<file path="src/rtl/apb_cmd_master.sv">
// apb_cmd_master: turns a valid/ready command stream into single APB transfers with one response each.
module apb_cmd_master #(
  parameter int unsigned TIMEOUT   = 255,
  parameter int unsigned RDATA_LAG = 1
) (
  input  logic        pclk_i,
  input  logic        prst_i,
  input  logic        cmd_vld_i,
  output logic        cmd_rdy_o,
  input  logic        cmd_write_i,
  input  logic [31:0] cmd_addr_i,
  input  logic [31:0] cmd_wdata_i,
  output logic        rsp_vld_o,
  input  logic        rsp_rdy_i,
  output logic [31:0] rsp_rdata_o,
  output logic        rsp_err_o,
  output logic [31:0] paddr_o,
  output logic        pwrite_o,
  output logic        psel_o,
  output logic        penable_o,
  output logic [31:0] pwdata_o,
  input  logic [31:0] prdata_i,
  input  logic        pready_i,
  output logic        busy_o
);
  localparam int CW = (TIMEOUT < 1) ? 1 : $clog2(TIMEOUT + 1);
  localparam logic [2:0] S_IDLE   = 3'd0;
  localparam logic [2:0] S_SETUP  = 3'd1;
  localparam logic [2:0] S_ACCESS = 3'd2;
  localparam logic [2:0] S_LAG    = 3'd3;
  localparam logic [2:0] S_RESP   = 3'd4;

  logic [2:0]    state_q, state_d;
  logic [CW-1:0] cnt_q, cnt_d;
  logic [31:0]   paddr_q, paddr_d, pwdata_q, pwdata_d, rdata_q, rdata_d;
  logic          pwrite_q, pwrite_d, err_q, err_d;
  logic          psel_q, penable_q, rsp_vld_q, busy_q;
  logic          expired;

  // Counter value after this cycle's wait reaches the limit; pready still takes precedence.
  assign expired = (TIMEOUT != 0) && (({1'b0, cnt_q} + 1'b1) >= (CW + 1)'(TIMEOUT));

  always_comb begin
    state_d  = state_q;
    cnt_d    = cnt_q;
    paddr_d  = paddr_q;
    pwrite_d = pwrite_q;
    pwdata_d = pwdata_q;
    rdata_d  = rdata_q;
    err_d    = err_q;
    case (state_q)
      S_IDLE: if (cmd_vld_i) begin
        state_d  = S_SETUP;
        paddr_d  = cmd_addr_i;
        pwrite_d = cmd_write_i;
        pwdata_d = cmd_write_i ? cmd_wdata_i : 32'd0;
        rdata_d  = 32'd0;
        err_d    = 1'b0;
      end
      S_SETUP: begin
        cnt_d   = '0;
        state_d = S_ACCESS;
      end
      S_ACCESS: if (pready_i) begin
        if (pwrite_q) state_d = S_RESP;
        else if (RDATA_LAG == 0) begin
          rdata_d = prdata_i;
          state_d = S_RESP;
        end else state_d = S_LAG;
      end else begin
        cnt_d = (&cnt_q) ? cnt_q : cnt_q + 1'b1;
        if (expired) begin
          err_d   = 1'b1;
          rdata_d = 32'd0;
          state_d = S_RESP;
        end
      end
      S_LAG: begin
        rdata_d = prdata_i;
        state_d = S_RESP;
      end
      S_RESP: if (rsp_rdy_i) begin
        state_d = S_IDLE;
        err_d   = 1'b0;
      end
      default: state_d = S_IDLE;
    endcase
  end

  always_ff @(posedge pclk_i) begin
    if (prst_i) begin
      state_q   <= S_IDLE;
      cnt_q     <= '0;
      paddr_q   <= 32'd0;
      pwrite_q  <= 1'b0;
      pwdata_q  <= 32'd0;
      rdata_q   <= 32'd0;
      err_q     <= 1'b0;
      psel_q    <= 1'b0;
      penable_q <= 1'b0;
      rsp_vld_q <= 1'b0;
      busy_q    <= 1'b0;
    end else begin
      state_q   <= state_d;
      cnt_q     <= cnt_d;
      paddr_q   <= paddr_d;
      pwrite_q  <= pwrite_d;
      pwdata_q  <= pwdata_d;
      rdata_q   <= rdata_d;
      err_q     <= err_d;
      psel_q    <= (state_d == S_SETUP) || (state_d == S_ACCESS);
      penable_q <= state_d == S_ACCESS;
      rsp_vld_q <= state_d == S_RESP;
      busy_q    <= state_d != S_IDLE;
    end
  end

  assign cmd_rdy_o   = (state_q == S_IDLE) && !prst_i;
  assign rsp_vld_o   = rsp_vld_q;
  assign rsp_rdata_o = rdata_q;
  assign rsp_err_o   = err_q;
  assign paddr_o     = paddr_q;
  assign pwrite_o    = pwrite_q;
  assign psel_o      = psel_q;
  assign penable_o   = penable_q;
  assign pwdata_o    = pwdata_q;
  assign busy_o      = busy_q;
endmodule

</file>
<file path="config.mk">
export PLATFORM = sky130hd
export DESIGN_NAME = apb_cmd_master
export DESIGN_NICKNAME = d
export VERILOG_FILES = /design/src/rtl/apb_cmd_master.sv
export SDC_FILE = /design/constraint.sdc
export NUM_CORES = 1
export LEC_CHECK = 0
export BUFFER_PORTS_ARGS = -buffer_cell sky130_fd_sc_hd__buf_2
export CAP_MARGIN = 5
export CORE_MARGIN = 2
export CORE_UTILIZATION = 50
export CTS_BUF_LIST = sky130_fd_sc_hd__clkbuf_8 sky130_fd_sc_hd__clkbuf_16
export CTS_CLUSTER_DIAMETER = 60
export DETAILED_ROUTE_END_ITERATION = 16
export PLACE_DENSITY = 0.95
export SLEW_MARGIN = 20
export SYNTH_ARGS = -nofsm -noshare
export SYNTH_HDL_FRONTEND = slang
export SYNTH_SLANG_ARGS = --single-unit
export TNS_END_PERCENT = 30
</file>
<file path="constraint.sdc">
create_clock -name pclk_i -period 4.6 [get_ports pclk_i]
set_input_delay 0.23 -clock pclk_i [delete_from_list [all_inputs] [get_ports pclk_i]]
set_output_delay 0.23 -clock pclk_i [all_outputs]
set_load 0.01 [all_outputs]
</file>
* After elaboration in Yosys (flattened, before gate mapping)
Index checks and enable logic that the tools add are counted.
Word-level totals: register bits after elaboration 113, input port bits 102, output and inout port bits 103, word-level logic and storage cells 58
Operators by class: add/sub/neg operators 2, magnitude comparators 1, equal/unequal tests 12, mux-type cells 19, reduce and logical (&&, ||, !) cells 13
Operators with widths (count):
- 2-to-1 mux 32 bit | 4
- case mux 32 bit (3 select lines) | 1
- 2-to-1 mux 8 bit | 2
- case mux 8 bit (2 select lines) | 1
- 2-to-1 mux 3 bit | 5
- case mux 3 bit (5 select lines) | 1
- inequality test 2 bit, second input constant | 5
- adder 8 x 1 -> 9 bit, second input constant | 1
- == test 3 x 2 -> 1 bit, second input constant | 3
- >= comparator 9 x 8 -> 1 bit, second input constant | 1
- nonzero test 3 bit | 3
- adder 8 x 1 -> 8 bit, second input constant | 1
- AND reduction 8 bit | 1
- == test 3 x 1 -> 1 bit, second input constant | 2
- == test 3 bit, second input constant | 2
- AND reduction 5 bit | 1
- 2-to-1 mux 1 bit | 4
- AND reduction 4 bit | 1
- logical NOT 3 bit | 1
- case mux 1 bit (3 select lines) | 1
- AND reduction 3 bit | 1
- AND reduction 2 bit | 1
- nonzero test 2 bit | 1
- logical AND 1 bit | 1
- 2 further kinds | 2

* Logic depth before layout (Yosys ltp)
Gate-level depths: netlist (run 1).
depth in word-level cells 7, depth in mapped cells 8, depth with buffers taken out 7

* Worst setup path before layout (run 1)
No wires, ideal clock.
path kind register to register, start point register cnt_q[0], end point register rdata_q[0], in the netlist rsp_rdata_o[0], setup time 0.122 ns, arrival 1.964 ns, data required time 4.478 ns, setup slack 2.513 ns, stages on the path, launching flop included 8, buffers on the path 1, period minus slack after synthesis 2.087 ns, cells stage by stage dfxtp_1 ha_1 nand3_1 or3_1 a211o_1 a311oi_2 buf_2 o21ai_0
Between the ends: word-level cells in the longest chain between the ends 4
RTL lines:
- start, declared | RTL line 34 | logic [CW-1:0] cnt_q, cnt_d;
- start signal, assigned | RTL line 105 | cnt_q <= cnt_d;
- adder 8 x 1 -> 9 bit | RTL line 41 | assign expired = (TIMEOUT != 0) && (({1'b0, cnt_q} + 1'b1) >= (CW + 1)'(TIMEOUT));
- >= comparator 9 x 8 -> 1 bit | RTL line 41
- inequality test 2 bit (no source line)
- AND reduction 4 bit (no source line)
- end signal, assigned | RTL line 109 | rdata_q <= rdata_d;
- end, declared | RTL line 35 | logic [31:0] paddr_q, paddr_d, pwdata_q, pwdata_d, rdata_q, rdata_d;
Every way passes these cells. A chain may end at the register's enable or synchronous reset.

* Final worst setup path (run 1)
start point register cnt_q[0], end point register rdata_q[4], in the netlist rsp_rdata_o[4]
Same word-level chain as after synthesis.

==> results.json, run 1 <==
{
  "status": "finished, final reports clean",
  "cp_slowest_stage_delay_ns": 0.40,
  "cpMaxStageDelayCell": "dfxtp_1",
  "skew_ns": 0.01027,
  "route.met2.wl_um": 8108,
  "clock_latency_ns": 0.51,
  "crit_path_cell_trace": "ha_1 > nand3_1 > or3_1 > a211o_1 > a311oi_2 > buf_4 > o21ai_0",
  "syn_inst": 533,
  "synth_cell_types": 43,
  "met3_length_um": 1628,
  "vias": 5175,
  "combPwrFrac_pct": 14.2,
  "syn_area_um2": 4334,
  "dpl_worst_slack_ns": 2.256,
  "fp.coreArea_um2": 8299,
  "fillers": 422,
  "fmaxAchievable_ghz": 0.4138,
  "synth.ff_latch_count": 113,
  "cts-buffers-inserted": 17,
  "globalplace.congestion": 0.8538,
  "cts_tree": "built",
  "post-route-min-period_ns": 2.417,
  "grt.total_usage_pct": 34.00,
  "rrSetupSlack_ns": 2.18,
  "synthArstFlopShare_pct": 0,
  "worstSetupStartpointType": "flip-flop",
  "yosys.area.top_type": "dfxtp_1",
  "switching_share_pct": 26.99,
  "grt_pass1_vias": 5155,
  "cp.arrival_ns": 2.78,
  "die_h_um": 97.11,
  "drc": 0,
  "p_switching_w": 0.0007087,
  "grt_max_degree": 116,
  "vias_per_cell": 5.583,
  "initial_core_util_pct": 52.22,
  "cp_max_fo": 32,
  "grt_pass1_wl_um": 25750,
  "cts.clk_slew.worst_paths_ns": 0.05,
  "top_layer_used": "met4",
  "h-tree-depth": 4,
  "grt_setup_unrepaired": "no",
  "die-area_um2": 9429,
  "dr.pass1.iters": 5,
  "intPower_w": 0.001917,
  "slew_violations": 0,
  "nNetsFinal": 912,
  "hold_violations": 0,
  "max_slew_margin_pct": 26.36,
  "fin_crit_sh_pct": 52.54,
  "die_w_um": 97.11,
  "ir_drop_uv": 295.5,
  "cp-end-kind": "flip-flop",
  "yosys_warnings": 0,
  "routed_wl_um": 16340,
  "dpl.hpwl_um": 8375,
  "post-cts-setup-buffer-count": 0,
  "worstMarginPinSlew_ns": 1.105,
  "setup_viol": 0,
  "seq_power_share_pct": 40.3,
  "area_delta_synth_final_pct": 57.36,
  "drive_gt1_share_pct": 29.84,
  "drt_iter0_markers": 293,
  "io-pin-count": 205,
  "setup_slack_ns": 2.183,
  "grt_antenna_before_repair": 1,
  "wl_met1_um": 5959,
  "fin_setup_tns_ns": 0,
  "finalPower_w": 0.002626,
  "wl_per_cell_um": 17.62,
  "synth_sequential_area_ratio_pct": 52.19,
  "worst-setup-path-type": "reg2reg",
  "max-clock-path-buffers": 2,
  "cap_violations": 0,
  "synth_nets": 637,
  "synthFlopType": "dfxtp_1",
  "leakage_nw": 3.045,
  "gr-total-overflow": 0,
  "hp-class": "in2reg",
  "ant_nets": 0,
  "synth.avg_cell_area_um2": 8.132,
  "clockRootBuffer": "clkbuf_8",
  "rows": 33,
  "p_per_area_nw_per_um2": 385.0,
  "pwr-share-clk_pct": 45.5,
  "cp.required_ns": 4.96,
  "clock-sinks": 113,
  "synth_top_area_share_pct": 52.19,
  "yosys-top-cells-area": "dfxtp_1, nand2_1, a21oi_1",
  "synth_edf_count": 0,
  "io_buffers": 204
}
## worst max-delay path: cells and delay by family, from the launching register on
kind,cells,cell delay [ns]
AOI/OAI and AO/OA,3,0.78
adders and majority gates,1,0.26
and+or+nand+nor,2,0.50
DFF,1,0.40
buffers and inverters,1,0.33
## per-layer routing
metal  GRT usage (%)  vias up
li1                -     2343
met1           36.43     2424
met2           60.52      350
met3           10.79       58
met4           16.14        0
met5               0        -
## cells by family after synthesis
family                   count (synthesis)  synth area share [%]
XOR/XNOR                                 2                0.4042
buffers and inverters                   44                 4.128
AND/OR/NAND/NOR                        240                 25.55
flip-flops                             113                 52.19
adder cells (fa/ha/maj)                  2                0.5773
multiplexers                             3                0.7217
AO/OA/AOI/OAI                          129                 16.43
## power by group through the flow
stage          Clock [W]  Combinational [W]  Sequential (W)
5_1_grt          0.00126           0.000398         0.00106
3_5_place_dp           0           0.000290         0.00107
2_1_floorplan          0           0.000151         0.00109
6_report         0.00120           0.000372         0.00106
4_1_cts          0.00120           0.000354         0.00105
3_3_place_gp           0           0.000278         0.00107
## layout by cell type (no fill, tap or decap), drive strengths merged, types with 6 or more instances in the layout
master         n
dfxtp        113
clkinv         6
nand2        132
nand2b        34
nor2          15
dlygate4sd3   94
o21ai         39
a21oi         75
nand3         36
buf          205
clkbuf        18
## sequential cells by signal, summed over array words and instances, names as in the netlist, 3 cells and up
name	cells
cnt_q	8
paddr_o	32
pwdata_o	32
rsp_rdata_o	32
state_q	3
## synthesized netlist by cell type (all sizes together) (2+ instances only)
cell	number
or3	3
nor3b	2
nand2	132
a311oi	2
a21oi	75
a31oi	4
or4	2
nor3	2
a211oi	2
nand3b	2
mux2i	2
o21ai	39
nand2b	34
ha	2
and2	2
dfxtp	113
nor2	15
clkbuf	37
and3	4
buf	6
nand3	36
## final timing paths
| path | from | to | cells after the start |
|---|---|---|---|
| max | cnt_q[0] | rsp_rdata_o[4] | 7 |
| min | cmd_wdata_i[15] | pwdata_o[15] | 3 |
| max reg2reg | cnt_q[0] | rsp_rdata_o[4] | 7 |
| min reg2reg | paddr_o[25] | paddr_o[25] | 2 |
## cell type report
cell class | instances | area, µm² | area share, %
antenna | 1 | 2.502 | 0.03669
multi-input combinational | 376 | 1903 | 27.90
timing repair buffer | 299 | 1972 | 28.91
clock buffer | 18 | 427.9 | 6.274
tap | 105 | 131.4 | 1.926
clock inverter | 14 | 117.6 | 1.724
inverter | 1 | 3.754 | 0.05504
sequential | 113 | 2262 | 33.17
## per-stage QoR
step | util [%] | cell area, µm² | hold WS, ns | instances
global route | 82.18 | 6820 | 0.04322 | 927
floorplan | - | 4334 | 0.3386 | 533
detailed placement | 64.22 | 5330 | 0.4296 | 800
CTS | 82.13 | 6817 | 0.005747 | 926
finish | 82.18 | 6820 | 0.02449 | 927
global placement | 64.16 | 5325 | 0.4234 | 800
## repair_timing
item	CTS	global route
endpoints found under the hold margin	94	0
hold buffers	94	0
resized for setup	0	0
Power figures use the tool's default switching activity.
==> run 2, diff against run 1 <==
Settings changed: CORE_UTILIZATION 50 to 42, PLACE_DENSITY 0.95 to 0.86.
Clock period 4.6 ns to 1.99 ns, I/O delays scaled along.
==> run 2 against run 1 <==
Compared with the run above: sequential share of layout area shrank 1.4 points; wire length fell by 12%; cell area increased by 4.9%; highest routed layer unchanged; clock skew decreased by 0.0046 ns.
==> results.json, run 2 (same netlist as run 1, synthesis figures left out) <==
{
  "status": "finished, final reports clean",
  "p_per_area_nw_per_um2": 877.1,
  "cp_slowest_stage_delay_ns": 0.37,
  "grt_pass1_wl_um": 23050,
  "h-tree-depth": 4,
  "fin_crit_sh_pct": 98.62,
  "dpl_worst_slack_ns": -0.03914,
  "hold_slack_ns": 0.05171,
  "fmaxAchievable_ghz": 0.5095,
  "layout_common_cells": "buf_2, nand2_1, dfxtp_1",
  "ir_drop_uv": 598.7,
  "final_common_cell": "buf_2",
  "area_delta_synth_final_pct": 65.10,
  "io_buffers": 204,
  "slew_violations": 0,
  "grt.total_usage_pct": 25.46,
  "grt_antenna_before_repair": 0,
  "ant_nets": 0,
  "cap_violations": 0,
  "cp.required_ns": 2.36,
  "worstSetupStartpointType": "flip-flop",
  "grt_setup_unrepaired": "yes",
  "setup_viol": 0,
  "nNetsFinal": 937,
  "crit_path_cell_trace": "ha_4 > nand3_1 > or3_4 > a211o_1 > a311oi_2 > buf_12 > o21ai_0",
  "cp.arrival_ns": 2.33,
  "die-area_um2": 11150,
  "globalplace.congestion": 0.8194,
  "post-cts-setup-buffer-count": 0,
  "cp_max_fo": 32,
  "multiInputGateArea_um2": 1919,
  "cp-end-kind": "flip-flop",
  "hold_violations": 0,
  "grt_pass1_vias": 4955,
  "grt_max_degree": 90,
  "drive_gt1_share_pct": 32.39,
  "seq_area_um2": 2271,
  "post-route-min-period_ns": 1.963,
  "skew_ns": 0.005653,
  "worstMarginPinSlew_ns": 0.5943,
  "io-pin-count": 205,
  "cts-buffers-inserted": 17,
  "cp_top_family": "compound AO/OA/AOI/OAI gates",
  "clockRootBuffer": "clkbuf_8",
  "critPathBufInv": 1,
  "initial_core_util_pct": 42.56,
  "rows": 37,
  "setup_slack_ns": 0.02747,
  "worst-setup-path-type": "reg2reg",
  "fp.coreArea_um2": 10180,
  "clock-sinks": 113,
  "cpMaxStageDelayCell": "dfxtp_4",
  "clock_latency_ns": 0.48,
  "die_w_um": 105.6,
  "cts.clk_slew.worst_paths_ns": 0.06,
  "die_h_um": 105.6,
  "vias": 4920,
  "drt_iter0_markers": 326,
  "diodes": 0,
  "drc": 0,
  "routed_wl_um": 14380,
  "cts_tree": "built",
  "fillers": 736,
  "gr-total-overflow": 0,
  "hp-class": "in2reg",
  "wl_per_cell_um": 14.65,
  "max_slew_margin_pct": 60.38,
  "leakage_nw": 3.190,
  "dr.pass1.iters": 7,
  "vias_per_cell": 5.010,
  "max-clock-path-buffers": 2,
  "dpl.hpwl_um": 7972
}
==> run 2: changes by cell type in the layout (fill, tap and decap cells not counted), sizes merged <==
| cell | before | now |
|---|---|---|
| clkinvlp | 5 | 4 |
| inv | 3 | 4 |
| bufinv | 1 | 2 |
| clkinv | 6 | 5 |
| diode | 1 | 0 |
| dlygate4sd3 | 94 | 98 |
| buf | 205 | 226 |
==> run 2: final cells by class <==
type,instances,area share [%]
Tap cell,136,2.378
Inverter,1,0.05246
Sequential cell,113,31.74
Clock buffer,18,5.980
Timing Repair Buffer,324,30.84
Clock inverter,14,2.186
Multi-Input combinational cell,376,26.82
==> run 2: stage by stage <==
stage	util [%]	area (µm²)	power [W]	std cells	setup TNS, ns
after floorplan	-	4352	0.002870	533	-0.01489
after global placement	54.75	5577	0.003195	852	0
after detailed placement	54.75	5577	0.003206	852	-0.4745
after CTS	70.12	7142	0.006298	982	0
after global routing	70.26	7156	0.006524	982	-0.6455
final	70.26	7156	0.006276	982	0
==> run 2: final timing paths <==
kind                      from         endpoint  slack, ns  cells past startpoint
hold / removal        pready_i         cnt_q[3]       0.05                      3
setup / recovery      cnt_q[1]  rsp_rdata_o[27]       0.03                      7
hold reg to reg   pwdata_o[24]     pwdata_o[24]       0.45                      2
setup reg to reg      cnt_q[1]  rsp_rdata_o[27]       0.03                      7
==> run 2: tightest hold or removal path: stages <==
cell and delay (ns):
buf_2 0.18, or4b_2 0.15, a21oi_1 0.05
==> run 2: routing by layer <==
layer | GRT usage (%) | up-vias | wire length, µm
met3 | 7.730 | 31 | 1195
met2 | 43.50 | 251 | 6892
met4 | 9.962 | 0 | 325
met5 | 0 | - | 0
met1 | 29.86 | 2248 | 5969
li1 | - | 2390 | -
==> run 2: timing repair <==
action | in CTS | in global routing
cloned | 0 | 0
resized for setup | 0 | 6
hold buffers | 98 | 0
endpoints found under the setup margin | 31 | 37
pin swaps | 1 | 1
endpoints found under the hold margin | 103 | 0
==> run 2: power by group <==
part	switching, W	internal, W	total [W]
logic	0.000481	0.000435	0.000916
clock network	0.00110	0.00183	0.00293
registers	0.0000572	0.00237	0.00243
==> run 3, diff against run 2 <==
Settings changed: CORE_MARGIN 2 to unset, PLACE_DENSITY 0.86 to 0.73.
==> run 3 against run 2 <==
Compared with the run above: the run now ends with negative setup slack left; largest power group unchanged; wire length grew 2.3%; register-to-register slack got worse by 0.12 ns; cell area rose by 1.1%; sequential share of layout area is 0.37 points lower; die area fell by 3.8%; highest routed layer unchanged.
==> results.json, run 3 (same netlist as run 1, synthesis figures left out) <==
{
  "cap_violations": 0,
  "clock-sinks": 113,
  "fin_setup_tns_ns": -0.7321,
  "grt_setup_unrepaired": "yes",
  "grt.total_usage_pct": 26.85,
  "worst-setup-path-type": "reg2reg",
  "max-clock-path-buffers": 2,
  "drt_iter0_markers": 381,
  "drc": 0,
  "holdPathStages": 4,
  "status": "finished with violations",
  "nNetsFinal": 937,
  "p_switching_w": 0.001585,
  "cp_max_fo": 16,
  "p_per_area_nw_per_um2": 886.3,
  "hold_slack_ns": 0.08115,
  "dr.pass1.iters": 8,
  "vias": 4966,
  "die_w_um": 103.6,
  "die-area_um2": 10730,
  "fmaxAchievable_ghz": 0.4807,
  "wl_per_cell_um": 15.02,
  "cp.arrival_ns": 2.45,
  "grt_pass1_wl_um": 23330,
  "switching_share_pct": 24.72,
  "ir_drop_uv": 563.8,
  "slew_violations": 0,
  "h-tree-depth": 4,
  "initial_core_util_pct": 43.74,
  "vias_per_cell": 5.073,
  "cts_tree": "built",
  "clock_latency_ns": 0.51,
  "rows": 36,
  "setup_slack_ns": -0.09013,
  "combPwrFrac_pct": 14.9,
  "seq_power_share_pct": 37.9,
  "dpl.hpwl_um": 8038,
  "regToRegStartpoint": "cnt_q[1]",
  "fin_crit_sh_pct": 104.5,
  "min_from": "cmd_vld_i",
  "post-route-min-period_ns": 2.080,
  "intPower_w": 0.004829,
  "fp.coreArea_um2": 9910,
  "drive_gt1_share_pct": 33.33,
  "globalplace.congestion": 0.8675,
  "hold_violations": 0,
  "finalPower_w": 0.006414,
  "placed_area_um2": 5523,
  "gr-total-overflow": 0,
  "worstRegToRegCells": 8,
  "grt_antenna_before_repair": 0,
  "worstMarginPinSlew_ns": 0.5835,
  "pwr-share-clk_pct": 47.2,
  "rr_endpoint": "rsp_rdata_o[8]",
  "routed_wl_um": 14710,
  "violations": "negative setup slack",
  "grt_max_degree": 66,
  "grt_pass1_vias": 4892,
  "cts.clk_slew.worst_paths_ns": 0.06,
  "io-pin-count": 205,
  "worstSetupStartpointType": "flip-flop",
  "setup_viol": 21,
  "hp-class": "in2reg",
  "stdcell_area_um2": 7237,
  "layout_common_cells": "buf_2, nand2_1, dfxtp_1",
  "final_common_cell": "buf_2",
  "clockRootBuffer": "clkbuf_8",
  "cp-end-kind": "flip-flop",
  "dpl_worst_slack_ns": -0.04969,
  "area_delta_synth_final_pct": 66.97,
  "cts-buffers-inserted": 17,
  "min_to": "rsp_err_o",
  "cp.required_ns": 2.36,
  "die_h_um": 103.6,
  "rrSetupSlack_ns": -0.09,
  "skew_ns": 0.006367,
  "leakage_nw": 3.244,
  "diodes": 0,
  "ant_nets": 0,
  "io_buffers": 204,
  "max_slew_margin_pct": 61.10
}
## run 3: repair_timing
item	CTS	global route
pin swaps	1	6
hold buffers	99	0
gates resized for setup	2	33
setup endpoints to repair	32	36
cloned	0	2
setup buffers	0	2
hold endpoints to repair	101	0
## run 3: stage by stage
stage	util, %	cells
6_report	73.03	979
3_5_place_dp	55.73	844
2_1_floorplan	-	533
3_3_place_gp	55.73	844
5_1_grt	73.03	979
4_1_cts	71.72	975
## run 3: how the worst max path moves through the flow
stage,to,start,slack [ns]
6_report,rsp_rdata_o[8],cnt_q[1],-0.09
5_1_grt,rsp_rdata_o[8],cnt_q[1],-0.16
4_1_cts,rsp_rdata_o[21],cnt_q[1],0.005
3_5_place_dp,rsp_rdata_o[18],cnt_q[1],-0.05
3_3_place_gp,rsp_rdata_o[31],cnt_q[1],0.02
2_1_floorplan,rsp_rdata_o[0],cnt_q[1],-0.002
## run 3: power groups by stage
stage                     logic [W]  registers [W]  clock network [W]
after floorplan            0.000350        0.00252                  0
after global placement     0.000703        0.00247                  0
final                      0.000955        0.00243            0.00303
after CTS                  0.000872        0.00242            0.00308
after global routing        0.00103        0.00244            0.00320
after detailed placement   0.000718        0.00247                  0
## run 3: per-layer routing
layer	part of all wire, %	up-vias	GRT usage (%)
met3	7.5	32	7.930
met5	0	-	0
met2	50	238	45.54
met1	40	2309	30.96
li1	-	2387	-
met4	2.2	0	12.73
## run 3: critical path, cell delays in order, from the launching register on
cell and delay (ns):
dfxtp_4 0.37, ha_4 0.15, nand3_4 0.07, or3_4 0.34, a211o_1 0.31, a311oi_4 0.24
buf_4 0.19, buf_8 0.15, o21ai_0 0.13
## run 3: layout make-up
cell class	instances	area, µm²
fillers	668	2673
flip-flops and latches	113	2270
repair buffers	324	2213
multi-input cells	376	1993
clock buffers	17	414.1
clock inverters	15	176.4
well taps	133	166.4
inverters	1	3.754
